**config.mk**
```make
export PLATFORM = sky130hd
export DESIGN_NAME = pc_update_unit
export DESIGN_NICKNAME = d
export VERILOG_FILES = /design/src/rtl/riscv_pc_pkg.sv /design/src/rtl/pc_redirect_hold.sv /design/src/rtl/pc_update_unit.sv
export SDC_FILE = /design/constraint.sdc
export NUM_CORES = 1
export LEC_CHECK = 0
export CAP_MARGIN = 20
export CORE_MARGIN = 4
export CORE_UTILIZATION = 35
export CTS_CLUSTER_SIZE = 28
export DETAILED_ROUTE_END_ITERATION = 12
export GPL_ROUTABILITY_DRIVEN = 0
export PLACE_DENSITY_LB_ADDON = 0.12
export SYNTH_ARGS = -nofsm -noshare
export SYNTH_HDL_FRONTEND = slang
export SYNTH_SLANG_ARGS = --single-unit
```
**constraint.sdc**
```tcl
create_clock -name CLK -period 2.8 [get_ports CLK]
set_input_delay 0.42 -clock CLK [delete_from_list [all_inputs] [get_ports CLK]]
set_output_delay 0.42 -clock CLK [all_outputs]
set_load 0.02 [all_outputs]
```
**src/rtl/riscv_pc_pkg.sv**
```systemverilog
// ============================================================================
// riscv_pc_pkg : shared constants and state encoding for the fetch PC logic
// Rev 1.0
// ============================================================================
`default_nettype none

package riscv_pc_pkg;
  localparam int XLEN = 32;
  localparam logic [XLEN-1:0] RESET_PC_DEFAULT = 32'h0000_0000;
  localparam logic [XLEN-1:0] PC_STEP_DEFAULT  = 32'd4;
  localparam logic [XLEN-1:0] ALIGN_MASK       = 32'hFFFF_FFFC;

  typedef enum logic [0:0] {
    RUN  = 1'b0,
    HOLD = 1'b1
  } pc_state_e;
endpackage

`default_nettype wire

```
**src/rtl/pc_redirect_hold.sv**
```systemverilog
// ============================================================================
// pc_redirect_hold : captures a redirect target raised during a fetch stall
// Rev 1.0
// ============================================================================
`default_nettype none

module pc_redirect_hold
  import riscv_pc_pkg::*;
(
  input  logic            CLK,
  input  logic            RESET,
  input  logic            capture_i,
  input  logic            release_i,
  input  logic [XLEN-1:0] target_i,
  output logic [XLEN-1:0] held_target_o,
  output logic            redirect_pending_o
);

  pc_state_e       state_q, state_d;
  logic [XLEN-1:0] target_q, target_d;

  // Only the first target is captured; the EX stage is frozen while stalled.
  always_comb begin
    state_d  = state_q;
    target_d = target_q;
    case (state_q)
      RUN: begin
        if (capture_i) begin
          state_d  = HOLD;
          target_d = target_i;
        end
      end
      HOLD: begin
        if (release_i) begin
          state_d = RUN;
        end
      end
      default: state_d = RUN;
    endcase
  end

  always_ff @(posedge CLK) begin
    if (RESET) begin
      state_q  <= RUN;
      target_q <= '0;
    end else begin
      state_q  <= state_d;
      target_q <= target_d;
    end
  end

  assign held_target_o      = target_q;
  assign redirect_pending_o = (state_q == HOLD);

endmodule

`default_nettype wire

```
**src/rtl/pc_update_unit.sv**
```systemverilog
// ============================================================================
// pc_update_unit : fetch-stage PC register, sequential increment, redirects
// and IF/ID, ID/EX flush pulses. Optional macro: PC_MISALIGN_CHECK_EN.
// Rev 1.0
// ============================================================================
`default_nettype none

module pc_update_unit
  import riscv_pc_pkg::*;
#(
  parameter logic [XLEN-1:0] RESET_PC = RESET_PC_DEFAULT,
  parameter logic [XLEN-1:0] PC_STEP  = PC_STEP_DEFAULT
) (
  input  logic            CLK,
  input  logic            RESET,
  input  logic            busywait,
  input  logic            branch_jump_mux_signal,
  input  logic [XLEN-1:0] Branch_jump_PC_OUT,
  output logic [XLEN-1:0] PC,
  output logic [XLEN-1:0] PC_PLUS_4,
  output logic            redirect_pending,
  output logic            flush_if_id,
  output logic            flush_id_ex,
  output logic            misaligned_fault
);

  logic [XLEN-1:0] pc_q, pc_d;
  logic [XLEN-1:0] held_target;
  logic [XLEN-1:0] target_sel;
  logic            pending;
  logic            accept;
  logic            flush_q, flush_d;
  logic            fault_d;

  pc_redirect_hold u_hold (
    .CLK                (CLK),
    .RESET              (RESET),
    .capture_i          (busywait & branch_jump_mux_signal),
    .release_i          (~busywait),
    .target_i           (Branch_jump_PC_OUT),
    .held_target_o      (held_target),
    .redirect_pending_o (pending)
  );

  assign PC_PLUS_4 = pc_q + PC_STEP;

  // A held target takes priority over any new request on the release cycle.
  assign accept     = ~busywait & (pending | branch_jump_mux_signal);
  assign target_sel = pending ? held_target : Branch_jump_PC_OUT;

  always_comb begin
    pc_d    = pc_q;
    flush_d = 1'b0;
    fault_d = 1'b0;
    if (!busywait) begin
      if (accept) begin
`ifdef PC_MISALIGN_CHECK_EN
        if (target_sel[1:0] != 2'b00) begin
          pc_d    = PC_PLUS_4;
          fault_d = 1'b1;
        end else begin
          pc_d    = target_sel;
          flush_d = 1'b1;
        end
`else
        pc_d    = target_sel & ALIGN_MASK;
        flush_d = 1'b1;
`endif
      end else begin
        pc_d = PC_PLUS_4;
      end
    end
  end

  always_ff @(posedge CLK) begin
    if (RESET) begin
      pc_q    <= RESET_PC;
      flush_q <= 1'b0;
    end else begin
      pc_q    <= pc_d;
      flush_q <= flush_d;
    end
  end

`ifdef PC_MISALIGN_CHECK_EN
  logic fault_q;

  always_ff @(posedge CLK) begin
    if (RESET) begin
      fault_q <= 1'b0;
    end else begin
      fault_q <= fault_d;
    end
  end

  assign misaligned_fault = fault_q;
`else
  logic unused_fault;
  assign unused_fault     = fault_d;
  assign misaligned_fault = 1'b0;
`endif

  assign PC               = pc_q;
  assign redirect_pending = pending;
  assign flush_if_id      = flush_q;
  assign flush_id_ex      = flush_q;

endmodule

`default_nettype wire

```
; ---- Word level (Yosys, flattened, before mapping)
; Index checks and enable logic that the tools add are counted.
; W data, S select, Z words.
[word_totals]
reg_bits = 66
latch_bits = 0
ram_bits = 0
mem_bits_ro = 0
in_bits = 36
out_inout_bits = 68
word_cells = 18
mem_count = 0
[classes]
addsub = 1
multipliers = 0
div_mod_pow = 0
order_cmp = 0
eq_ne = 0
shift = 0
mux = 6
bitwise = 5
n_reduce_logical = 2
[ops]
columns = operator, n
row1 = $mux W32, 2
row2 = $add A32 B3 Y32 const B, 1
row3 = $mux W1, 3
row4 = $and A1 B1 Y1, 2
row5 = $not A1 Y1, 2
row6 = $pmux W1 S2, 1
row7 = $reduce_and A2 Y1, 1
row8 = $reduce_or A2 Y1, 1
row9 = $or A1 B1 Y1, 1

; ---- Longest topological paths before layout
; Gate-level depths: netlist of the first run.
[logic_depth]
depth_word = 3
depth_mapped = 7
depth_no_buf = 6

; ---- Modules after synthesis
; From an unflattened synthesis of the first run, not the netlist that was laid out.
[hier_totals]
hier_cells = 499
hier_area_um2 = 4257.8
[by_module_without_submodules]
columns = mod, n_inst, cells_per_inst, area_per_inst_um2, seq_area_each_um2
row1 = pc_update_unit, 1, 351, 2643.8, 620.6
row2 = pc_redirect_hold, 1, 148, 1614.0, 660.6

; ---- Worst setup path after synthesis of the first run
; No wires, ideal clock.
[synth_timing]
kind = register to output
start = register pc_q[2], in the netlist PC[2]
end = output port PC_PLUS_4[20]
arrival_time_ps = 2057
required_ps = 2380
setup_slack_ps = 323
stages_incl_launch_ff = 6
n_path_buf = 0
path_cell_list = dfxtp_1 > ha_1 > nand3_1 > nor4_2 > and3_1 > xor2_1
[synth_via]
elab_chain_cells = 1
[synth_rtl]
columns = item, line_no
row1 = from (decl), pc_update_unit.sv:27  ; logic [XLEN-1:0] pc_q, pc_d;
row2 = from (signal assigned), pc_update_unit.sv:80  ; pc_q <= pc_d;
row3 = $add A32 B3 Y32, pc_update_unit.sv:45  ; assign PC_PLUS_4 = pc_q + PC_STEP;
row4 = to (decl), pc_update_unit.sv:20  ; output logic [XLEN-1:0] PC_PLUS_4,
; Every way passes these cells.

; ---- Worst setup path after layout of the first run
[layout_timing]
start = register pc_q[7], in the netlist PC[7]
end = output port PC_PLUS_4[26]
; Same word-level chain as after synthesis.

==> results.py, run 1 <==
metrics = {
    "status": {
        "outcome": "finished clean",
    },
    "critical_path": {
        "crit_top_cell": "buf_4",
        "required_ps": 2380,
        "cp_slowest_cell": "dfxtp_1",
        "cp_slowest_stage_delay_ps": 410,
        "start_kind": "flop",
        "cp_num_buf_inv": 3,
        "cp-end-kind": "primary output",
        "arrival_ps": 2240,
        "cp_max_fo": 9,
        "cp_top_family": "buffers and inverters",
        "crit_type": "flop to primary output",
        "cp_cell_sequence": "buf_4 -> nand4_4 -> nor4_4 -> buf_4 -> nand3_1 -> xnor2_1 -> dlygate4sd2_1",
    },
    "job": {
        "cap_violations": 0,
    },
    "synth": {
        "synth_seq_cells": 62,
        "synth-edff-count": 0,
        "syn_area_per_cell_um2": 7.54,
        "netlist_area_um2": 3640,
        "yosysWarningCount": 0,
        "synth-main-ff-cell": "dfxtp_1",
        "synth.distinct_cells": 63,
        "ys_seq_area_share_pct": 34.1,
        "syn_inst": 483,
        "synthArstFlopShare_pct": 0,
    },
    "timing": {
        "skew_ps": 6.44,
        "fin_crit_ps": 2660,
        "rsz0062_at_grt": "yes",
        "fmax_mhz": 376,
        "finalSetupTns_ps": 0,
        "setup_viol": 0,
        "worst_slack_ps": 139,
        "maxSlewHeadroom_pct": 36.5,
        "min_period_over_period_pct": 95.0,
        "hold_viol": 0,
        "report.final.slew_viol_count": 0,
        "tightest_slew_ps": 950,
    },
    "global_route": {
        "grt_pass1_vias": 3637,
        "grt_pass1_wl_um": 18500,
        "antenna_found_initial": 0,
        "grt_max_degree": 32,
        "grt_overflow": 0,
        "grt.total_usage_pct": 19.6,
    },
    "floorplanning": {
        "dieHeight_um": 110,
        "die_w_um": 110,
        "io_pins": 104,
        "start_util_pct": 36.6,
        "dieArea_um2": 12100,
        "row_count": 36,
        "core_area_um2": 9950,
    },
    "power": {
        "peakVddDrop_v": 0.000205,
        "powerDensity_nw_per_um2": 445,
        "p_total_mw": 2.29,
        "leakagePower_nw": 2.06,
    },
    "detailed_routing": {
        "wl_per_cell_um": 15.8,
        "postRouteWirelength_um": 11600,
        "avgViaCountPerCell": 5.21,
        "drcViolationCount": 0,
        "drtPass1Iterations": 4,
        "vias": 3817,
        "drtIter0Drc": 126,
        "postRouteAntennaNets": 0,
    },
    "cells_and_area": {
        "final_cell_mix": "98 x nand2_1, 75 x clkdlybuf4s50_1, 61 x dfxtp_1",
        "multiInputGateArea_um2": 2190,
        "n_antenna_cell": 0,
        "layout_commonest_cell": "nand2_1",
        "fin_nets": 632,
        "n_fill_cell": 996,
        "drive_above_1_share_pct": 13.5,
        "regArea_um2": 1240,
        "synthToLayoutAreaGrowth_pct": 41.0,
        "final_util_pct": 51.6,
    },
    "clock_tree": {
        "cts_tree": "done",
        "worstSkewPairLatency_ps": 340,
        "clkTransAtPathRegs_ps": 70,
        "cts_root_buf": "clkbuf_8",
        "cts_sinks": 62,
        "htreeDepth": 3,
        "cts_made_buffers": 9,
        "cts-hold-fix-buffers": 0,
        "clk_path_buf_depth": 2,
    },
    "min_path": {
        "hold_class": "flop to flop",
    },
    "placement": {
        "portBuffers": 96,
        "dp_hpwl_um": 8380,
        "place_ws_ps": 111,
    },
}
## repair_timing
item | 4_1_cts | 5_1_grt
setup buffers | 4 | 0
pin swaps | 3 | 0
resized for setup | 20 | 9
endpoints found under the hold margin | 0 | 0
setup endpoints to repair | 19 | 11
## Yosys cell counts, types with 5 or more instances
| cell type | n | share of area, % |
|---|---|---|
| xor2_1 | 6 | 1.4 |
| dfxtp_1 | 62 | 34 |
| nand3_1 | 12 | 1.6 |
| a31oi_1 | 5 | 0.86 |
| o311ai_0 | 5 | 1.2 |
| nand2b_1 | 7 | 1.2 |
| and3_1 | 5 | 0.86 |
| inv_1 | 13 | 1.3 |
| clkbuf_1 | 24 | 2.5 |
| a21oi_1 | 58 | 8.0 |
| buf_2 | 5 | 0.69 |
| nand2_1 | 98 | 10 |
| nand4_1 | 7 | 1.2 |
| buf_1 | 5 | 0.52 |
| buf_4 | 6 | 1.2 |
| nor2_1 | 32 | 3.3 |
| mux2i_1 | 7 | 1.9 |
| xnor2_1 | 21 | 5.1 |
| o21ai_0 | 25 | 3.4 |
## layout make-up
class | instances | share of cell area, %
Clock buffer | 12 | 3.02
Clock inverter | 4 | 0.878
Inverter | 13 | 0.951
Multi-Input combinational cell | 370 | 42.8
Sequential cell | 62 | 24.2
Tap cell | 133 | 3.24
Timing Repair Buffer | 139 | 24.9
## per-layer routing
metal | track usage, % | vias to the layer above | part of all wire (%)
met2 | 31.1 | 122 | 46
met1 | 26.8 | 1787 | 47
li1 | - | 1896 | -
met4 | 5.52 | 0 | 1.1
met5 | 0 | - | 0
met3 | 4.08 | 12 | 6.3
## cell families after synthesis
| logic type | count (synthesis) | share of synthesized area [%] |
|---|---|---|
| xor gates and xnor gates | 28 | 6.94 |
| AOI/OAI and AO/OA | 135 | 23.1 |
| muxes | 11 | 3.16 |
| and+or+nand+nor | 190 | 25.6 |
| DFF | 62 | 34.1 |
| other | 1 | 0.103 |
| buffers and inverters | 55 | 6.70 |
| adders and majority gates | 1 | 0.344 |
## stage by stage
stage	instance area [um^2]	hold slack, ps	cells
6_report	5130	452	733
5_1_grt	5130	472	733
4_1_cts	5120	453	733
3_5_place_dp	4900	443	713
3_3_place_gp	4900	437	713
2_1_floorplan	3660	431	487
## registers in the layout (all words and copies together), names as in the netlist
| signal | cells |
|---|---|
| PC | 30 |
| flush_id_ex | 1 |
| u_hold.held_target_o | 30 |
| u_hold.redirect_pending_o | 1 |
## tightest hold or removal path, cell delays in order (launching register included)
cell     delay, ps
dfxtp_1        310
nand2_1         50
a21oi_1         50
## power by group
part / internal (mW) / leakage (nW) / total [mW] / switching [mW]
clock: 0.456 / 0.106 / 0.817 / 0.362
combinational: 0.229 / 1.44 / 0.499 / 0.270
sequential: 0.927 / 0.507 / 0.969 / 0.0420
## path summary, 6_finish.rpt
kind / endpoint / depth (start not counted) / slack [ps] / startpoint
worst max register to register: PC[28]$_SDFFE_PP0N_ / 7 / 850 / PC[7]$_SDFFE_PP0N_
worst min register to register: u_hold.held_target_o[27]$_SDFFE_PP0P_ / 2 / 450 / u_hold.held_target_o[27]$_SDFFE_PP0P_
worst max-delay path: PC_PLUS_4[26] / 7 / 140 / PC[7]$_SDFFE_PP0N_
worst min-delay path: u_hold.held_target_o[27]$_SDFFE_PP0P_ / 2 / 450 / u_hold.held_target_o[27]$_SDFFE_PP0P_
Power figures use the tool's default switching activity.
==> run 2: changes to the inputs <==
--- a/config.mk
+++ b/config.mk
@@ -10,7 +10,6 @@
 export CORE_UTILIZATION = 35
 export CTS_CLUSTER_SIZE = 28
 export DETAILED_ROUTE_END_ITERATION = 12
-export GPL_ROUTABILITY_DRIVEN = 0
 export PLACE_DENSITY_LB_ADDON = 0.12
 export SYNTH_ARGS = -nofsm -noshare
 export SYNTH_HDL_FRONTEND = slang
==> results of run 2 <==
Same layout as run 1: the final DEF is identical, and so are final timing and power.
==> run 3: changes to the inputs <==
--- a/config.mk
+++ b/config.mk
@@ -6,8 +6,10 @@
 export NUM_CORES = 1
 export LEC_CHECK = 0
 export CAP_MARGIN = 20
+export CELL_PAD_IN_SITES_DETAIL_PLACEMENT = 2
+export CELL_PAD_IN_SITES_GLOBAL_PLACEMENT = 2
 export CORE_MARGIN = 4
-export CORE_UTILIZATION = 35
+export CORE_UTILIZATION = 26
 export CTS_CLUSTER_SIZE = 28
 export DETAILED_ROUTE_END_ITERATION = 12
 export PLACE_DENSITY_LB_ADDON = 0.12
==> results.py, run 3 (synthesis results as in run 1) <==
metrics = {
    "critical_path": {
        "reg2reg_depth": 4,
        "cp_max_fo": 5,
        "cp_slowest_stage_delay_ps": 410,
        "crit_type": "flop to primary output",
        "worstReg2RegEnd": "PC[15]$_SDFFE_PP0N_",
        "start_kind": "flop",
        "arrival_ps": 2340,
        "cp_num_buf_inv": 3,
        "required_ps": 2380,
        "cp_cell_sequence": "nand4_1 -> buf_4 -> nor4_2 -> buf_4 -> nand4_1 -> xnor2_1 -> clkdlybuf4s15_1",
        "cp_top_family": "buffers and inverters",
        "r2r_setup_slack_ps": 680,
        "r2r-start": "u_hold.redirect_pending_o$_SDFF_PP0_",
        "cp_slowest_cell": "dfxtp_1",
        "cp-end-kind": "primary output",
    },
    "global_route": {
        "antenna_found_initial": 0,
        "grt_max_degree": 38,
        "grt_pass1_wl_um": 23700,
        "grt.total_usage_pct": 18.8,
        "grt_pass1_vias": 4327,
        "grt_overflow": 0,
    },
    "placement": {
        "dp_hpwl_um": 10800,
        "place_ws_ps": 73.4,
        "portBuffers": 96,
        "gp_congestion": 0.795,
    },
    "power": {
        "p_total_mw": 2.54,
        "p_clk_share_pct": 41.3,
        "p_comb_share_pct": 20.2,
        "peakVddDrop_v": 0.000282,
        "seqPwrFrac_pct": 38.5,
        "p_int_mw": 1.80,
        "leakagePower_nw": 2.08,
        "powerDensity_nw_per_um2": 482,
        "sw_frac_of_total_pct": 29.1,
        "p_switching_mw": 0.740,
    },
    "floorplanning": {
        "row_count": 42,
        "start_util_pct": 27.1,
        "dieArea_um2": 16000,
        "core_area_um2": 13500,
        "io_pins": 104,
        "die_w_um": 126,
        "dieHeight_um": 126,
    },
    "clock_tree": {
        "cts_root_buf": "clkbuf_16",
        "cts_sinks": 62,
        "htreeDepth": 3,
        "clkTransAtPathRegs_ps": 50,
        "worstSkewPairLatency_ps": 340,
        "cts_made_buffers": 9,
        "cts_tree": "done",
        "cts-hold-fix-buffers": 0,
        "clk_path_buf_depth": 2,
    },
    "cells_and_area": {
        "n_antenna_cell": 0,
        "final_util_pct": 39.2,
        "final_cell_mix": "98 x nand2_1, 74 x clkdlybuf4s50_1, 58 x dfxtp_1, 58 x a21oi_1, 44 x buf_4",
        "synthToLayoutAreaGrowth_pct": 44.7,
        "layout_commonest_cell": "nand2_1",
        "fin_nets": 635,
        "drive_above_1_share_pct": 14.1,
        "n_fill_cell": 1550,
    },
    "detailed_routing": {
        "drtPass1Iterations": 4,
        "wl_per_cell_um": 19.0,
        "postRouteAntennaNets": 0,
        "drtIter0Drc": 160,
        "postRouteWirelength_um": 14800,
        "drcViolationCount": 0,
        "avgViaCountPerCell": 5.11,
        "vias": 3975,
    },
    "timing": {
        "min_period_over_period_pct": 98.7,
        "maxSlewHeadroom_pct": 46.9,
        "setup_viol": 0,
        "hold-worst-slack_ps": 455,
        "worst_slack_ps": 35.6,
        "rsz0062_at_grt": "yes",
        "tightest_slew_ps": 797,
        "finalSetupTns_ps": 0,
        "report.final.slew_viol_count": 0,
        "hold_viol": 0,
        "skew_ps": 4.27,
        "fmax_mhz": 362,
        "fin_crit_ps": 2760,
    },
    "job": {
        "cap_violations": 0,
    },
    "min_path": {
        "hold_start": "u_hold.held_target_o[24]$_SDFFE_PP0P_",
        "min_to": "u_hold.held_target_o[24]$_SDFFE_PP0P_",
        "hold_depth": 2,
        "hold_class": "flop to flop",
    },
    "status": {
        "outcome": "finished clean",
    },
}
## run 3: cell count changes in the layout (fill, tap and decap cells not counted), sizes merged, moves of 2 or more
cell          change
buf               +3
clkbuf            +4
clkinv            -2
dlymetal6s2s      -2
## run 3: worst reg2reg max path, delay by kind of cell, from the launching register on
family / cells / cell delay (ps)
AOI/OAI and AO/OA: 2 / 530
DFF: 1 / 830
and+or+nand+nor: 2 / 650
## run 3: metrics by stage
step | cell area, um^2 | cells
after CTS | 5240 | 775
after global placement | 4970 | 757
after floorplan | 3660 | 487
final | 5270 | 778
after detailed placement | 4970 | 757
after global routing | 5270 | 778
## run 3: layout make-up
cell class | count | area (um^2) | share of cell area (%)
multi-input cells | 370 | 2190 | 41.5
repair buffers | 142 | 1300 | 24.6
clock buffers | 14 | 264 | 5.01
flip-flops and latches | 62 | 1250 | 23.7
inverters | 13 | 48.8 | 0.926
well taps | 176 | 220 | 4.18
clock inverters | 1 | 5.00 | 0.0950
## run 3: how the worst max path moves through the flow
stage | start | endpoint | slack [ps] | cells past startpoint
after floorplan | PC[2]$_SDFFE_PP0N_ | PC_PLUS_4[20] | 320 | 5
after global placement | PC[3]$_SDFFE_PP0N_ | PC_PLUS_4[29] | 150 | 6
after detailed placement | PC[3]$_SDFFE_PP0N_ | PC_PLUS_4[12] | 70 | 7
after CTS | PC[3]$_SDFFE_PP0N_ | PC_PLUS_4[31] | -50 | 7
after global routing | PC[5]$_SDFFE_PP0N_ | PC_PLUS_4[29] | -60 | 7
final | PC[5]$_SDFFE_PP0N_ | PC_PLUS_4[31] | 40 | 7
## run 3: power groups by stage
stage / logic (mW) / registers, mW / clock network, mW
final: 0.513 / 0.978 / 1.05
after global routing: 0.556 / 0.986 / 1.11
after CTS: 0.519 / 0.977 / 1.08
after detailed placement: 0.527 / 0.995 / 0
after global placement: 0.512 / 0.991 / 0
after floorplan: 0.243 / 1.02 / 0
## run 3: metal layers
layer	vias to the layer above	part of all wire [%]	global-route usage (%)	wire [um]
li1	1898	-	-	-
met1	1991	45	23.0	6630
met2	74	50	33.2	7440
met3	12	3.9	4.71	579
met4	0	0.87	4.29	129
met5	-	0	0	0
## run 3: repair_timing
item                       CTS  global route
buffers inserted             3             2
setup endpoints to repair   22            17
pin swaps                    2             2
resized for setup           25            13
==> RTL edit 1 (config.mk and constraints of run 1) <==
The package constant `XLEN` goes from 32 to 64.
--- a/src/rtl/riscv_pc_pkg.sv
+++ b/src/rtl/riscv_pc_pkg.sv
@@ -6,5 +6,5 @@
 
 package riscv_pc_pkg;
-  localparam int XLEN = 32;
+  localparam int XLEN = 64;
   localparam logic [XLEN-1:0] RESET_PC_DEFAULT = 32'h0000_0000;
   localparam logic [XLEN-1:0] PC_STEP_DEFAULT  = 32'd4;
Interface: changed (resized Branch_jump_PC_OUT, PC and PC_PLUS_4); port bits go from 104 to 200. No check against the original RTL was run, so the function may have changed too.
==> RTL edit 1 against run 1 <==
- critical path type unchanged
- the flow now finishes with violations (negative setup slack)
- sequential share of layout area fell by 4.1 points
- clock skew rose by 1.4 ps
- worst setup slack got worse by 200 ps
- largest power group unchanged
- sequential cell count rose by 32
- fmax fell by 6.9%
- synthesized area rose by 67%
- power rose by 49%
- cell area rose by 86%
- hold slack improved by 4.0 ps
- routed wire length rose by 110%
- clock power rose by 60%
==> RTL edit 1: results (changes against run 1) <==
| Metric | Value |
|---|---|
| Status | `finished, violations left (was finished, final reports clean)` |
| Failing checks | `negative setup slack` |
| Count of multi-input gates | `629 (was 370)` |
| First-pass GRT wire length | `37700 um (was 18500 um)` |
| Clk root buf | `clkbuf_16 (was clkbuf_8)` |
| Post-Synth Adder-Cell Area | `0.00206 (was 0.00344)` |
| Non-CTS buffers | `336 (was 139)` |
| Area occupied by multi-input gates | `4120 um2 (was 2190 um2)` |
| Pre-CTS setup slack | `-223 ps (was 111 ps)` |
| Largest net degree at the start of global routing | `51 (was 32)` |
| Drt first pass iters | `5 (was 4)` |
| Cells after Synth | `821 (was 483)` |
| Worst R2R Start | `PC[9] (was PC[7])` |
| Number of non-clock inverters | `26 (was 13)` |
| Setup ws final | `-58.6 ps (was 139 ps)` |
| Reg-to-reg slack, setup | `480 ps (was 850 ps)` |
| Avg Vias per Cell | `5.52 (was 5.21)` |
| Hold_sp | `u_hold.held_target_o[20] (was u_hold.held_target_o[27])` |
| IO Port Bufs | `160 (was 96)` |
| Clock skew | `7.83 ps (was 6.44 ps)` |
| Setup TNS Final | `-58.6 ps (was 0 ps)` |
| Fillers | `1654 (was 996)` |
| Worst R2R Path Depth | `9 (was 7)` |
| Die area | `19600 um2 (was 12100 um2)` |
| Gate power share | `0.195 (was 0.218)` |
| Non-clock buffer share of cell area | `0.295 (was 0.249)` |
| Post-CTS resize count | `145 (was 20)` |
| Final setup vio count | `1 (was 0)` |
| XOR/XNOR Fraction of Synth Area | `0.0864 (was 0.0694)` |
| CLK BUF | `11 (was 12)` |
| Cell Area, Placed | `8840 um2 (was 4900 um2)` |
| P_clk | `1.31 mW (was 0.817 mW)` |
| Multiplexer area fraction after synthesis | `0.0167 (was 0.0316)` |
-- RTL edit 1: cell count changes after synthesis, sizes merged, moves of 21 or more --
cell / delta
nor4: +21
nand2: +27
clkbuf: +29
xnor2: +21
a21oi: +31
nand4: +26
nand3: +24
dfxtp: +32
-- RTL edit 1: layer usage --
| layer | up-vias | global-route usage | routed length (um) |
|---|---|---|---|
| met3 | 28 | 0.0367 | 1750 |
| li1 | 3538 | - | - |
| met2 | 260 | 0.387 | 11400 |
| met4 | 0 | 0.0541 | 377 |
| met5 | - | 0 | 0 |
| met1 | 3464 | 0.327 | 10800 |
-- RTL edit 1: worst max path at each step --
stage	endpoint	slack, ps	cells after the start
2_1_floorplan	PC_PLUS_4[44]	30	5
3_3_place_gp	PC_PLUS_4[48]	-230	6
3_5_place_dp	PC_PLUS_4[48]	-220	6
4_1_cts	PC_PLUS_4[48]	-100	6
5_1_grt	PC_PLUS_4[46]	-140	9
6_report	PC_PLUS_4[48]	-60	8
==> RTL edit 2 (config.mk and constraints of run 1) <==
Without the edit above. Register the output `redirect_pending`, without a reset; this adds one clock of latency there. The other outputs are not delayed to match.
--- a/src/rtl/pc_update_unit.sv
+++ b/src/rtl/pc_update_unit.sv
@@ -102,5 +102,7 @@
 
   assign PC               = pc_q;
-  assign redirect_pending = pending;
+  always_ff @(posedge CLK) begin
+    redirect_pending <= pending;
+  end
   assign flush_if_id      = flush_q;
   assign flush_id_ex      = flush_q;
Behaviour: not the same (Yosys sat finds a counterexample within 4 cycles, from zero or initial values and one cycle with RESET high).
==> RTL edit 2 against run 1 <==
- critical path type unchanged
- sequential cell count up 1
- routed wire length is 1.7% higher
- power grew 4.7%
- cell area is 0.51% higher
- core utilization is 1.4 points lower
- global-route usage up 0.086 points
- first-iteration DRC count rose by 38%
- synthesized area grew 0.55%
- worst setup slack worse by 1.4 ps
==> RTL edit 2: results (changes against run 1) <==
| Metric | Value |
|---|---|
| Max-Slew Margin vs Limit | `0.553 (was 0.365)` |
| Maximum fanout along the worst path | `14 (was 9)` |
| Vias in the first global route | `3649 (was 3637)` |
| LEAKAGE | `2.07 nW (was 2.06 nW)` |
| Worst vdd ir | `207 uV (was 205 uV)` |
| Initial DRC Count | `174 (was 126)` |
| Met1 WL | `5450 um (was 5400 um)` |
| CLK BUF | `11 (was 12)` |
| Gate power share | `0.207 (was 0.218)` |
| Non-clock buffer share of cell area | `0.244 (was 0.249)` |
| Placed Cells | `717 (was 713)` |
| Pre-CTS setup slack | `139 ps (was 111 ps)` |
| Met1 Usage GRT | `0.262 (was 0.268)` |
| Fraction of layout cells with a size suffix above 1 | `0.138 (was 0.135)` |
| Sequential power | `0.986 mW (was 0.969 mW)` |
| First-pass GRT wire length | `18400 um (was 18500 um)` |
| Met3 WL | `717 um (was 725 um)` |
| XOR/XNOR Fraction of Synth Area | `0.0690 (was 0.0694)` |
| Met3 usage | `0.0332 (was 0.0408)` |
| Post-CTS resize count | `21 (was 20)` |
| Top post-synthesis cells by area | `dfxtp_1 (34%), nand2_1 (10%), a21oi_1 (7.9%) (was dfxtp_1 (34%), nand2_1 (10%), a21oi_1 (8.0%))` |
| Drt first pass iters | `5 (was 4)` |
| Cells after Synth | `484 (was 483)` |
| Status | `finished, final reports clean (unchanged)` |
| Top cell type's share of synthesized area | `0.344 (was 0.341)` |
| Detailed-route via count | `3859 (was 3817)` |
| Synth cell count leaders | `nand2_1 (98), dfxtp_1 (63), a21oi_1 (58), nor2_1 (32), o21ai_0 (25) (was nand2_1 (98), dfxtp_1 (62), a21oi_1 (58), nor2_1 (32), o21ai_0 (25))` |
| Synth Area in Compound Gates | `0.229 (was 0.231)` |
| Fraction of area in multi-input gates | `0.425 (was 0.428)` |
| Final HPWL DP | `8680 um (was 8380 um)` |
| Avg Vias per Cell | `5.24 (was 5.21)` |
## RTL edit 2: stage by stage
stage	power (mW)	cell area (um2)
global placement	1.51	4920
finish	2.39	5160
floorplan	1.27	3680
detailed placement	1.51	4920
CTS	2.40	5140
global route	2.49	5160
## RTL edit 2: worst max-delay path, delay by kind of cell (launching register included)
kind	cells	cell delay [ps]
buffers and inverters	3	710
and+or+nand+nor	3	600
DFF	1	410
xor gates and xnor gates	1	180
## RTL edit 2: kinds of logic after synthesis
group           after synthesis
compound gates              135
xor+xnor                     28
fa+ha+maj                     1
buf+inv                      55
flops                        63
mux                          11
other cells                   1
simple gates                190
## RTL edit 2: worst paths after layout
check | from | to | slack [ps] | cells after the start
max | PC[3] | PC_PLUS_4[29] | 140 | 7
min | u_hold.held_target_o[27] | u_hold.held_target_o[27] | 450 | 2
max reg2reg | PC[3] | PC[28] | 880 | 7
min reg2reg | u_hold.held_target_o[27] | u_hold.held_target_o[27] | 450 | 2
